## config.mk

```make
export PLATFORM = sky130hd
export DESIGN_NAME = if_stage
export DESIGN_NICKNAME = d
export VERILOG_FILES = /design/src/rtl/if_stage.sv
export SDC_FILE = /design/constraint.sdc
export NUM_CORES = 1
export LEC_CHECK = 0
export ABC_AREA = 0
export BUFFER_PORTS_ARGS = -buffer_cell sky130_fd_sc_hd__buf_2
export CORE_MARGIN = 3
export CORE_UTILIZATION = 50
export CTS_CLUSTER_SIZE = 24
export DETAILED_ROUTE_END_ITERATION = 7
export PLACE_DENSITY = 0.82
export SETUP_SLACK_MARGIN = 0.5
export SLEW_MARGIN = 20
export SYNTH_ARGS = -nofsm -noshare
export SYNTH_HDL_FRONTEND = slang
export SYNTH_SLANG_ARGS = --single-unit
```

## constraint.sdc

```tcl
create_clock -name clk_i -period 7.9 [get_ports clk_i]
set_clock_uncertainty 0.1 [all_clocks]
set_input_delay 0.79 -clock clk_i [delete_from_list [all_inputs] [get_ports clk_i]]
set_output_delay 0.79 -clock clk_i [all_outputs]
set_load 0.02 [all_outputs]
```

## src/rtl/if_stage.sv

```systemverilog
// Instruction-fetch stage: issues sequential word fetches under a credit limit,
// buffers in-order responses in a small FIFO and applies decode redirects.
module if_stage #(
  parameter logic [31:0] RESET_PC   = 32'h0000_0000,
  parameter int          FIFO_DEPTH = 2
) (
  input  logic        clk_i,
  input  logic        rst_i,
  input  logic        ID_stall_i,
  input  logic        ID_pc_src_i,
  input  logic [31:0] ID_branch_addr_i,
  output logic        imem_req_valid_o,
  input  logic        imem_req_ready_i,
  output logic [31:0] imem_req_addr_o,
  input  logic        imem_rsp_valid_i,
  input  logic [31:0] imem_rsp_data_i,
  output logic [31:0] IF_Instruction_o,
  output logic [31:0] IF_PC_o,
  output logic        IF_valid_o
);

  localparam int          PW      = $clog2(FIFO_DEPTH);
  localparam int          CW      = PW + 2;
  localparam logic [31:0] NOP     = 32'h0000_0013;
  localparam logic [CW-1:0] DEPTH_C = CW'(FIFO_DEPTH);

  logic [31:0]   fetch_pc_q, fetch_pc_d;
  logic [31:0]   resp_pc_q, resp_pc_d;
  logic [CW-1:0] outst_q, outst_d;
  logic [CW-1:0] drop_q, drop_d;
  logic [CW-1:0] count_q, count_d;
  logic [PW-1:0] rd_ptr_q, rd_ptr_d;
  logic [PW-1:0] wr_ptr_q, wr_ptr_d;
  logic [31:0]   pc_buf_q    [FIFO_DEPTH];
  logic [31:0]   instr_buf_q [FIFO_DEPTH];

  logic          head_valid;
  logic          pop;
  logic          push;
  logic          fire;
  logic          rsp_take;
  logic [CW-1:0] credit_used;

  assign head_valid = (count_q != '0);
  assign pop        = head_valid & ~ID_stall_i;

  // Slots already claimed by in-flight fetches plus buffered entries, net of
  // the entry decode takes this cycle; a new fetch needs a free slot.
  assign credit_used      = outst_q + count_q - CW'(pop);
  assign imem_req_valid_o = ~rst_i & ~ID_pc_src_i & (credit_used < DEPTH_C);
  assign imem_req_addr_o  = fetch_pc_q;
  assign fire             = imem_req_valid_o & imem_req_ready_i;
  assign rsp_take         = imem_rsp_valid_i & (outst_q != '0);

  assign IF_valid_o       = head_valid;
  assign IF_Instruction_o = head_valid ? instr_buf_q[rd_ptr_q] : NOP;
  assign IF_PC_o          = head_valid ? pc_buf_q[rd_ptr_q] : 32'h0000_0000;

  always_comb begin
    fetch_pc_d = fetch_pc_q;
    resp_pc_d  = resp_pc_q;
    outst_d    = outst_q + CW'(fire) - CW'(rsp_take);
    drop_d     = drop_q;
    count_d    = count_q;
    rd_ptr_d   = rd_ptr_q;
    wr_ptr_d   = wr_ptr_q;
    push       = 1'b0;

    if (ID_pc_src_i) begin
      // Everything still in flight after this cycle's response is stale.
      fetch_pc_d = ID_branch_addr_i & 32'hFFFF_FFFC;
      resp_pc_d  = ID_branch_addr_i & 32'hFFFF_FFFC;
      drop_d     = outst_q - CW'(rsp_take);
      count_d    = '0;
      rd_ptr_d   = '0;
      wr_ptr_d   = '0;
    end else begin
      if (fire) begin
        fetch_pc_d = fetch_pc_q + 32'd4;
      end
      if (rsp_take) begin
        if (drop_q != '0) begin
          drop_d = drop_q - CW'(1);
        end else begin
          push      = 1'b1;
          resp_pc_d = resp_pc_q + 32'd4;
        end
      end
      if (push) begin
        wr_ptr_d = wr_ptr_q + PW'(1);
      end
      if (pop) begin
        rd_ptr_d = rd_ptr_q + PW'(1);
      end
      count_d = count_q + CW'(push) - CW'(pop);
    end
  end

  always_ff @(posedge clk_i or posedge rst_i) begin
    if (rst_i) begin
      fetch_pc_q <= RESET_PC;
      resp_pc_q  <= RESET_PC;
      outst_q    <= '0;
      drop_q     <= '0;
      count_q    <= '0;
      rd_ptr_q   <= '0;
      wr_ptr_q   <= '0;
    end else begin
      fetch_pc_q <= fetch_pc_d;
      resp_pc_q  <= resp_pc_d;
      outst_q    <= outst_d;
      drop_q     <= drop_d;
      count_q    <= count_d;
      rd_ptr_q   <= rd_ptr_d;
      wr_ptr_q   <= wr_ptr_d;
    end
  end

  // Buffer storage needs no reset: count_q alone decides what is valid.
  always_ff @(posedge clk_i) begin
    if (push) begin
      pc_buf_q[wr_ptr_q]    <= resp_pc_q;
      instr_buf_q[wr_ptr_q] <= imem_rsp_data_i;
    end
  end

endmodule
```

==> run metrics, run 1 <==
number of enable flip-flop cells after synthesis 124; Worst EP required roughly 8100 ps; crit path launch type flip-flop; Post-layout nets 966; clock sinks 195; die area a little under 20000 um2; Warnings, synthesis 0; max cap viols 0; Hold Path Cell Cnt 0; Met2 Wirelength approximately 9.0 mm; sum of buffers and inverters on the critical path 5; first-pass GRT wire length approximately 32 mm; Tmin final between 4000 and 5000 ps; Ports 168; Post-Layout Cell Count between 1000 and 1500; FMAX 237.8 MHz; ANT nets after route 0; status complete, no violations; slowest cell delay on critical path 530 ps; hold slack 438.0 ps; CTS tree done; top cells by area, synth edfxtp_1 42%, dfrtp_1 20%, mux2i_1 6.9%, xnor2_1 3.2%, nor2_1 3.2%; critical-path cell list nor3_2 > buf_4 > nor3_1 > fa_1 > xnor2_1 > xor2_2 > nor2_1 > buf_4 > inv_2 > ha_1 > inv_1 > ha_1 > inv_1 > fa_1 > xnor2_1; Netlist Area Pre-Place ~9000 um2; ANT cells 0; Post-Route WL 19.31 mm; period utilization roughly 53%; wire length per cell 17.23 um; met1 WL 8.760 mm; Critical Path AT ~4400 ps; maximum buffer depth of the clock tree 2; cell row count 48; CP top delay family adder cells; final hold viol count 0; Root Buffer clkbuf_16; Setup Fix Bufs, Post-CTS 0; GRT Residual Overflow 0; worst reg2reg path startpoint count_q[2]$_DFF_PP0_; drt first pass iters 5; clk slew on worst S/H paths roughly 70 ps; number of buffers created by CTS 17; Post-Syn Area per Cell about 12 um2; Netlist cell types 64; Yosys top cell by area edfxtp_1; via count about 6300; crit end category flip-flop; Starting Density between 50% and 60%; GPL Wtd Cong about 0.90; DRC violations left 0; core area approximately 17000 um2; Post-synth top flop edfxtp_1; Placed Cells roughly 1100; Crit Path Class flip-flop to flip-flop; hold_sp resp_pc_q[31]$_DFFE_PP0P_; Post-CTS Resized 0; top routing layer used met4; Worst-Skew Late Latency roughly 440 ps; post-synth top area share between 40% and 50%; post-synthesis sequential area ratio between 60% and 70%; static leakage 4.097 nW; top-count cell post-synth edfxtp_1; setup TNS 0 ps; hold endpoint pc_buf_q[0][31]$_DFFE_PP_; Yosys reg bits ~200; vias in the first global route just over 6000; Mapped Cells slightly above 700; hold crit path type flip-flop to flip-flop; Final setup viols 0; final core occ around 60%; reg2reg end outst_q[2]$_DFF_PP0_; slowest stage cell on the critical path buf_4; Vias/cell approximately 5.6; Die Wd about 140 um; GRT Total Usage about 20%; initial antenna violation count 0; Final Max Tran Viols 0; met3 WL around 1.4 mm; R2R depth 15; VDD IR max roughly 180 uV; R2R Setup Slk between 3000 and 4000 ps; RSZ-0062 raised after global routing false; Layout area overhead 17.62%; largest net degree at the start of global routing 72; share of post-route cells with drive strength above 1 25.89%; dpl hpwl about 13 mm; 1st-iter DRT viols roughly 520; Chip Height about 140 um; Power per Cell Area ~320 nW/um2; IO buf count ~160; CP max FO 63; H-tree depth 4; Max-slew headroom 37.93%; hold_buf cts 0; slew of the pin with the lowest slew margin roughly 930 ps; list of most frequent post-synthesis cells 124 x edfxtp_1, 76 x nor2_1, 71 x dfrtp_1; async set or reset register ratio after synthesis between 30% and 40%
==> placed cells by master (no fill, tap or decap), types with 5 or more instances in the layout <==
cell type | Yosys | layout
buf_2 | 2 | 161
edfxtp_1 | 124 | 124
nor2_1 | 76 | 76
dfrtp_1 | 71 | 70
nand2_1 | 64 | 64
mux2i_1 | 62 | 62
xnor2_1 | 33 | 33
nand3_1 | 30 | 30
inv_1 | 22 | 21
o21ai_0 | 20 | 20
o211ai_1 | 20 | 20
clkbuf_16 | 0 | 18
nor3_1 | 19 | 17
nand4_1 | 15 | 15
mux2_2 | 13 | 13
and3_1 | 11 | 10
ha_1 | 10 | 10
a21oi_1 | 9 | 9
and2_1 | 8 | 8
buf_4 | 5 | 8
and4_1 | 7 | 7
xor2_1 | 6 | 6
nor2b_1 | 5 | 5
inv_6 | 0 | 5
inv_4 | 0 | 5
==> flip-flops by register name, indices dropped and copies added (netlist names) <==
name and count:
count_q 3, imem_req_addr_o 30, instr_buf_q 64, resp_pc_q 30, pc_buf_q 60, drop_q 3
outst_q 3, rd_ptr_q 1, wr_ptr_q 1
==> how the worst max path moves through the flow <==
stage / startpoint / endpoint / slack [ps] / depth (start not counted)
6_report: count_q[2]$_DFF_PP0_ / outst_q[2]$_DFF_PP0_ / 3690 / 15
5_1_grt: count_q[2]$_DFF_PP0_ / outst_q[2]$_DFF_PP0_ / 3320 / 15
4_1_cts: count_q[2]$_DFF_PP0_ / outst_q[2]$_DFF_PP0_ / 3630 / 15
3_5_place_dp: ID_stall_i / outst_q[2]$_DFF_PP0_ / 3660 / 15
3_3_place_gp: ID_stall_i / outst_q[2]$_DFF_PP0_ / 3710 / 15
2_1_floorplan: ID_pc_src_i / instr_buf_q[0][0]$_DFFE_PP_ / 1800 / 3
==> layer usage <==
metal  vias up  track usage, %
li1       2966               -
met1      3041           28.77
met2       269           31.55
met3        16           4.467
met4         0           5.252
met5         -               0
==> where the power goes <==
part           switching, mW  total (mW)  internal, mW
combinational          0.816        1.26         0.445
clock                  0.375       0.819         0.445
sequential             0.116        1.31          1.20
==> worst register-to-register path, delay by kind of cell (launching register included) <==
| family | cells | cell delay, ps |
|---|---|---|
| xor+xnor | 3 | 840 |
| fa+ha+maj | 4 | 1240 |
| buf+inv | 5 | 1070 |
| flops | 1 | 420 |
| simple gates | 3 | 440 |
==> final cells by class <==
cell class                 count  area [um2]
tap                          225       281.5
inverter                      24       90.09
multi-input combinational    476        3218
sequential                   195        5504
clock inverter                11       82.58
clock buffer                  21       481.7
fill                        1418        6893
timing repair buffer         169       865.8
==> through the flow <==
step	area (um2)	power, mW	setup WS (ps)
global placement	9960	2.571	3712
global route	10520	3.598	3315
CTS	10520	3.427	3632
finish	10520	3.394	3695
floorplan	8959	2.202	1796
detailed placement	9960	2.600	3661
==> kinds of logic after synthesis <==
| kind of cell | count (synthesis) | share of synthesized area (%) |
|---|---|---|
| AO/OA/AOI/OAI | 79 | 6.097 |
| AND/OR/NAND/NOR | 263 | 14.57 |
| buffers and inverters | 59 | 2.811 |
| other | 1 | 0.04191 |
| XOR/XNOR | 42 | 4.363 |
| adder cells (fa/ha/maj) | 13 | 2.070 |
| multiplexers | 75 | 8.572 |
| flip-flops | 195 | 61.47 |
Note: power is estimated with default switching activity, not from simulation.
==> run 2, diff against run 1 <==
ABC_AREA = 1   (was 0)
PLACE_DENSITY = 0.84   (was 0.82)
clock period = 3.66 ns   (was 7.9 ns; I/O delays follow)
==> run 2 against run 1 <==
Global-route usage grew 1.5 points. Cell count increased by 46%. Via count up 31%. Critical path type unchanged. Critical endpoint is now outst_q[1]$_DFF_PP0_. Flip-flop and latch count is the same. Wire length is 21% higher.
==> run metrics, run 2 <==
dpl hpwl 16.49 mm; Netlist Area Pre-Place ~10000 um2; clk slew on worst S/H paths roughly 70 ps; IO buf count 161; top-count cell post-synth nand2_1; Final setup viols 0; first-pass GRT wire length between 30 and 40 mm; crit end category flip-flop; VDD IR max ~460 uV; fill count around 1700; ANT cells 0; Worst-Skew Late Latency about 430 ps; H-tree depth 4; slowest cell delay on critical path approximately 570 ps; Final Max Tran Viols 0; commonest non-fill, non-tap cell in the layout nand2_1; Placed Cells between 1500 and 2000; Sequential Area 5502 um2; Post-Syn Area per Cell roughly 8.4 um2; Gate power share 39.7%; Final Cell Area roughly 12000 um2; CP most frequent cell inv_1; via count 8250; Tmin final approximately 3000 ps; DRC violations left 0; DP Area 11130 um2; max cap viols 0; initial antenna violation count 0; top cells by area, synth edfxtp_1 37%, nand2_1 19%, dfrtp_1 18%, nand3_1 5.2%, inv_1 4.9%; slew of the pin with the lowest slew margin 1059 ps; Yosys reg bits approximately 200; async set or reset register ratio after synthesis 36.41%; Worst EP required just under 4000 ps; Top reg by flops instr_buf_q; FMAX 332.2 MHz; Post-Layout Cell Count about 1600; Chip Height 148.0 um; clock sinks around 200; Post-layout nets around 1400; static leakage about 5.7 nW; Starting Density 51.32%; Switch Pwr between 3 and 4 mW; GRT Total Usage approximately 22%; setup TNS 0 ps; sum of buffers and inverters on the critical path 5; Crit Path Class flip-flop to flip-flop; biggest regs instr_buf_q: 64 flops, pc_buf_q: 60 flops; die area roughly 22000 um2; Yosys top cell by area edfxtp_1; CP top delay family adder cells; largest net degree at the start of global routing 65; wire length per cell roughly 14 um; Post-synth top flop edfxtp_1; maximum buffer depth of the clock tree 2; routing usage on met2 approximately a third; CTS tree done; Max-slew headroom 29.27%; status complete, no violations; post-synth top area share 36.92%; met3 Use GR between 3 and 4%; Critical Path AT approximately 3200 ps; Mapped Cells between 1000 and 1500; crit path launch type flip-flop; share of post-route cells with drive strength above 1 between 10% and 20%; P_int ~4.5 mW; CP max FO 3; RSZ-0062 raised after global routing false; vias in the first global route around 7700; list of most frequent post-synthesis cells 521 x nand2_1, 131 x inv_1, 124 x edfxtp_1; period utilization between 80% and 90%; 1st-iter DRT viols 560; clock network fraction of total power 22.3%; Power per Cell Area between 600 and 700 nW/um2; core area 19650 um2; Pwr Total 7.820 mW; cell row count 51; Seq pwr share 38.1%; critical-path cell list nor2_1 > inv_1 > nor2_2 > nor2_2 > inv_1 > nor2_4 > o21ai_2 > fa_2 > nand2_2 > nor2_4 > nand3_4 > ha_4 > inv_2 > ha_4 > inv_2 > fa_2 > inv_1; final hold viol count 0; most frequent cells in the layout 521 x nand2_1, 161 x buf_2, 128 x inv_1, 124 x edfxtp_1, 105 x nand3_1; ANT nets after route 0; Warnings, synthesis 0; Die Wd between 100 and 150 um; GPL Wtd Cong 0.9484; slowest stage cell on the critical path fa_2; GRT Residual Overflow 0; Netlist cell types 39; Post-Route WL 23.30 mm; Largest register FFs between 60 and 70; post-synthesis sequential area ratio between 50% and 60%; number of buffers created by CTS 17; Layout area overhead 16.20%; drt first pass iters 5; Vias/cell 5.052; GRT busiest layer met2; switching share of power 41.98%; area of the multi-input gates approximately 4000 um2; number of enable flip-flop cells after synthesis roughly 120; Root Buffer clkbuf_16; Ports ~170; hold crit path type primary input to flip-flop; met1 Resource Use GR 30.33%
==> run 2: what timing repair did <==
item                                    in CTS  in global routing
setup buffers                                1                  1
hold buffers                                 1                  0
resized for setup                            0                  1
pin swaps                                    0                  1
hold endpoints to repair                    26                  0
endpoints found under the setup margin       1                  3
==> run 2: final timing paths <==
check,startpoint,end,slack [ps],cells past startpoint
max in group asynchronous,rst_i,imem_req_addr_o[24]$_DFFE_PP0P_,2210,4
min in group asynchronous,rst_i,outst_q[0]$_DFF_PP0_,490,3
max,count_q[1]$_DFF_PP0_,outst_q[1]$_DFF_PP0_,650,17
min,imem_rsp_data_i[22],instr_buf_q[0][22]$_DFFE_PP_,20,1
max reg2reg,count_q[1]$_DFF_PP0_,outst_q[1]$_DFF_PP0_,650,17
min reg2reg,resp_pc_q[3]$_DFFE_PP0P_,pc_buf_q[1][3]$_DFFE_PP_,440,0
==> run 2: power by group through the flow <==
| stage | clock network (mW) | logic, mW | registers (mW) |
|---|---|---|---|
| after floorplan | 0 | 2.19 | 2.99 |
| after global placement | 0 | 3.02 | 3.00 |
| after detailed placement | 0 | 3.11 | 3.01 |
| after CTS | 1.77 | 3.13 | 2.96 |
| after global routing | 1.87 | 3.46 | 3.01 |
| final | 1.74 | 3.10 | 2.98 |
==> run 2: routing by layer <==
layer  up-vias  routed length [um]
met5         -                   0
met2       356               10840
met1      3779                9880
met4         0                 398
li1       4088                   -
met3        27                2174
==> run 2: final cells by class <==
| cell class | count | area share (%) |
|---|---|---|
| timing repair buffer | 172 | 7.708 |
| inverter | 141 | 4.623 |
| clock inverter | 14 | 1.089 |
| multi-input combinational | 828 | 33.15 |
| clock buffer | 18 | 3.662 |
| tap | 265 | 2.829 |
| sequential | 195 | 46.94 |
==> run 2: cells by family (layout without fill, tap and decap cells) <==
| logic type | after synthesis | count (layout) | share of synthesized area [%] |
|---|---|---|---|
| DFF | 195 | 195 | 54.53 |
| adders and majority gates | 13 | 13 | 1.836 |
| AOI/OAI and AO/OA | 43 | 43 | 2.469 |
| buffers and inverters | 181 | 345 | 7.667 |
| xor gates and xnor gates | 23 | 23 | 1.997 |
| other | 1 | 4 | 0.03718 |
| and+or+nand+nor | 745 | 745 | 31.46 |
==> run 2: per-stage QoR <==
stage	util (%)	setup slack (ps)	hold slack [ps]
final	59.63	650.1	23.81
after global routing	59.63	490.1	9.250
after CTS	59.57	516.6	10.63
after detailed placement	56.65	471.6	405.6
after global placement	56.65	575.9	405.3
after floorplan	-	463.4	364.9
==> run 3, diff against run 2 <==
clock period = 2.7 ns   (was 3.66 ns; I/O delays follow)
==> run 3 against run 2 <==
Design area rose by 18%. Sequential share of layout area decreased by 7.3 points. Count of clock-buffer cells in the layout is the same. Flip-flop and latch count unchanged. The run now ends with setup timing left. First-iteration DRC count up 37%.
==> run metrics, run 3 (same netlist as run 2, synthesis figures left out) <==
status finished with violations; failing checks setup timing; Starting Density roughly half; slowest cell delay on critical path roughly 510 ps; GPL Wtd Cong 0.9362; slowest stage cell on the critical path fa_2; Power per Cell Area slightly above 1000 nW/um2; Post-Place Setup Slack -338.3 ps; share of post-route cells with drive strength above 1 approximately a third; GRT Total Usage a little under a quarter; VDD IR max 588.9 uV; Critical Path AT 3140 ps; biggest regs instr_buf_q: 64 flops, pc_buf_q: 60 flops; Worst EP required slightly below 3000 ps; hold crit path type primary input to flip-flop; Ports around 170; commonest non-fill, non-tap cell in the layout nand2_1; CTS tree done; initial antenna violation count 0; CP top delay family adder cells; IO buf count approximately 160; drt first pass iters 5; 1st-iter DRT viols 769; Layout area overhead 37.48%; ANT nets after route 0; dpl hpwl ~17 mm; wire length per cell approximately 17 um; Final Max Tran Viols 0; Final setup viols 12; via count approximately 9000; vias in the first global route slightly above 8000; Pwr Total 14.22 mW; clk slew on worst S/H paths approximately 80 ps; H-tree depth 4; crit end category flip-flop; static leakage 6.632 nW; first-pass GRT wire length approximately 40 mm; die area 21910 um2; largest net degree at the start of global routing 65; final hold viol count 0; Tmin final a little under 3000 ps; Top reg by flops instr_buf_q; worst setup margin -202.8 ps; GRT Residual Overflow 0; core area 19650 um2; Root Buffer clkbuf_16; number of buffers created by CTS 17; maximum buffer depth of the clock tree 2; period utilization 107.5%; sum of buffers and inverters on the critical path 6; Die Wd 148.0 um; Post-Route WL 29.65 mm; Crit Path Class flip-flop to flip-flop; critical-path cell list nor2_1 > inv_1 > nor2_2 > nor2_2 > inv_2 > nor2_4 > o21ai_2 > fa_2 > inv_2 > nand2_1 > nand2_1 > nand2_2 > nand2_2 > nand3_4 > ha_4 > inv_2 > ha_4 > inv_2 > fa_2 > inv_1; Post-layout nets about 1500; max cap viols 0; FMAX 344.5 MHz; ANT cells 0; cell row count between 50 and 60; clock sinks about 200; CP most frequent cell inv_2; RSZ-0062 raised after global routing true; slew of the pin with the lowest slew margin between 500 and 600 ps; CP max FO 3; Max-slew headroom between 60% and 70%; final core occ a little over 70%; DRC violations left 0; Vias/cell approximately 5.3; Placed Cells 1612; Post-Layout Cell Count 1713; most frequent cells in the layout 450 x nand2_1, 124 x edfxtp_1, 99 x buf_2, 88 x nand3_1, 70 x dfrtp_1; Chip Height about 150 um; Worst-Skew Late Latency 440 ps; crit path launch type flip-flop; Largest register FFs 64
-- run 3: cell types whose count changed in the layout (fill, tap and decap cells not counted), moves of 5 or more --
cell and delta:
nand2_2 +10, dlygate4sd3_1 +35, buf_4 +10, buf_2 -62, nand2_4 +60, buf_12 +9
nand3_1 -17, clkbuf_16 +6, nand2_1 -71, buf_8 +5, buf_6 +69, inv_1 -62
inv_2 +57, nand3_2 +15
-- run 3: power breakdown --
group,internal (mW),switching [mW],total (mW)
Clock,1.33,1.23,2.56
Sequential,3.60,0.445,4.04
Combinational,3.22,4.41,7.63
-- run 3: area by class of cell --
type | count | area, um2
clock buffers | 18 | 429.2
clock inverters | 14 | 165.2
fillers | 1351 | 5788
inverters | 141 | 600.6
multi-input cells | 828 | 4492
flip-flops and latches | 195 | 5502
well taps | 265 | 331.6
repair buffers | 245 | 2228
repair inverters | 7 | 117.6
-- run 3: metrics by stage --
stage          TNS, ps  hold slack (ps)  instance area [um2]
6_report        -691.3            2.549                13870
5_1_grt          -4381            23.17                13870
4_1_cts         -292.2            2.028                12400
3_5_place_dp     -2691            303.9                11290
3_3_place_gp    -558.2            302.8                11290
2_1_floorplan   -964.1            268.9                10160
-- run 3: metal layers --
metal	global-route usage, %	wire length, um	share of wire (%)	vias to the layer above
met4	6.467	1025	3.5	0
li1	-	-	-	4267
met3	5.395	2532	8.5	78
met1	30.40	11660	39	4221
met5	0	0	0	-
met2	38.14	14440	49	477
-- run 3: final timing paths --
check	start	to	slack (ps)	cells after the start
max	count_q[2]$_DFF_PP0_	outst_q[1]$_DFF_PP0_	-200	20
min	ID_branch_addr_i[17]	imem_req_addr_o[17]$_DFFE_PP0P_	3	3
max reg2reg	count_q[2]$_DFF_PP0_	outst_q[1]$_DFF_PP0_	-200	20
min reg2reg	resp_pc_q[3]$_DFFE_PP0P_	pc_buf_q[0][3]$_DFFE_PP_	440	0
max in group asynchronous	rst_i	imem_req_addr_o[19]$_DFFE_PP0P_	1460	4
min in group asynchronous	rst_i	drop_q[1]$_DFFE_PP0P_	390	3
-- run 3: what timing repair did --
action / 4_1_cts / 5_1_grt
pin swaps: 9 / 34
endpoints found under the setup margin: 97 / 205
endpoints found under the hold margin: 91 / 0
resized for setup: 26 / 387
hold buffers: 36 / 0
gates cloned: 3 / 14
buffers inserted: 4 / 12
-- run 3: worst register-to-register path, stage by stage, from the launching register on --
cell,delay [ps]
dfrtp_1,370
nor2_1,50
inv_1,80
nor2_2,50
nor2_2,110
inv_2,60
nor2_4,120
o21ai_2,70
fa_2,360
inv_2,80
nand2_1,70
nand2_1,80
nand2_2,60
nand2_2,100
nand3_4,90
ha_4,210
inv_2,60
ha_4,120
inv_2,30
fa_2,510
inv_1,40
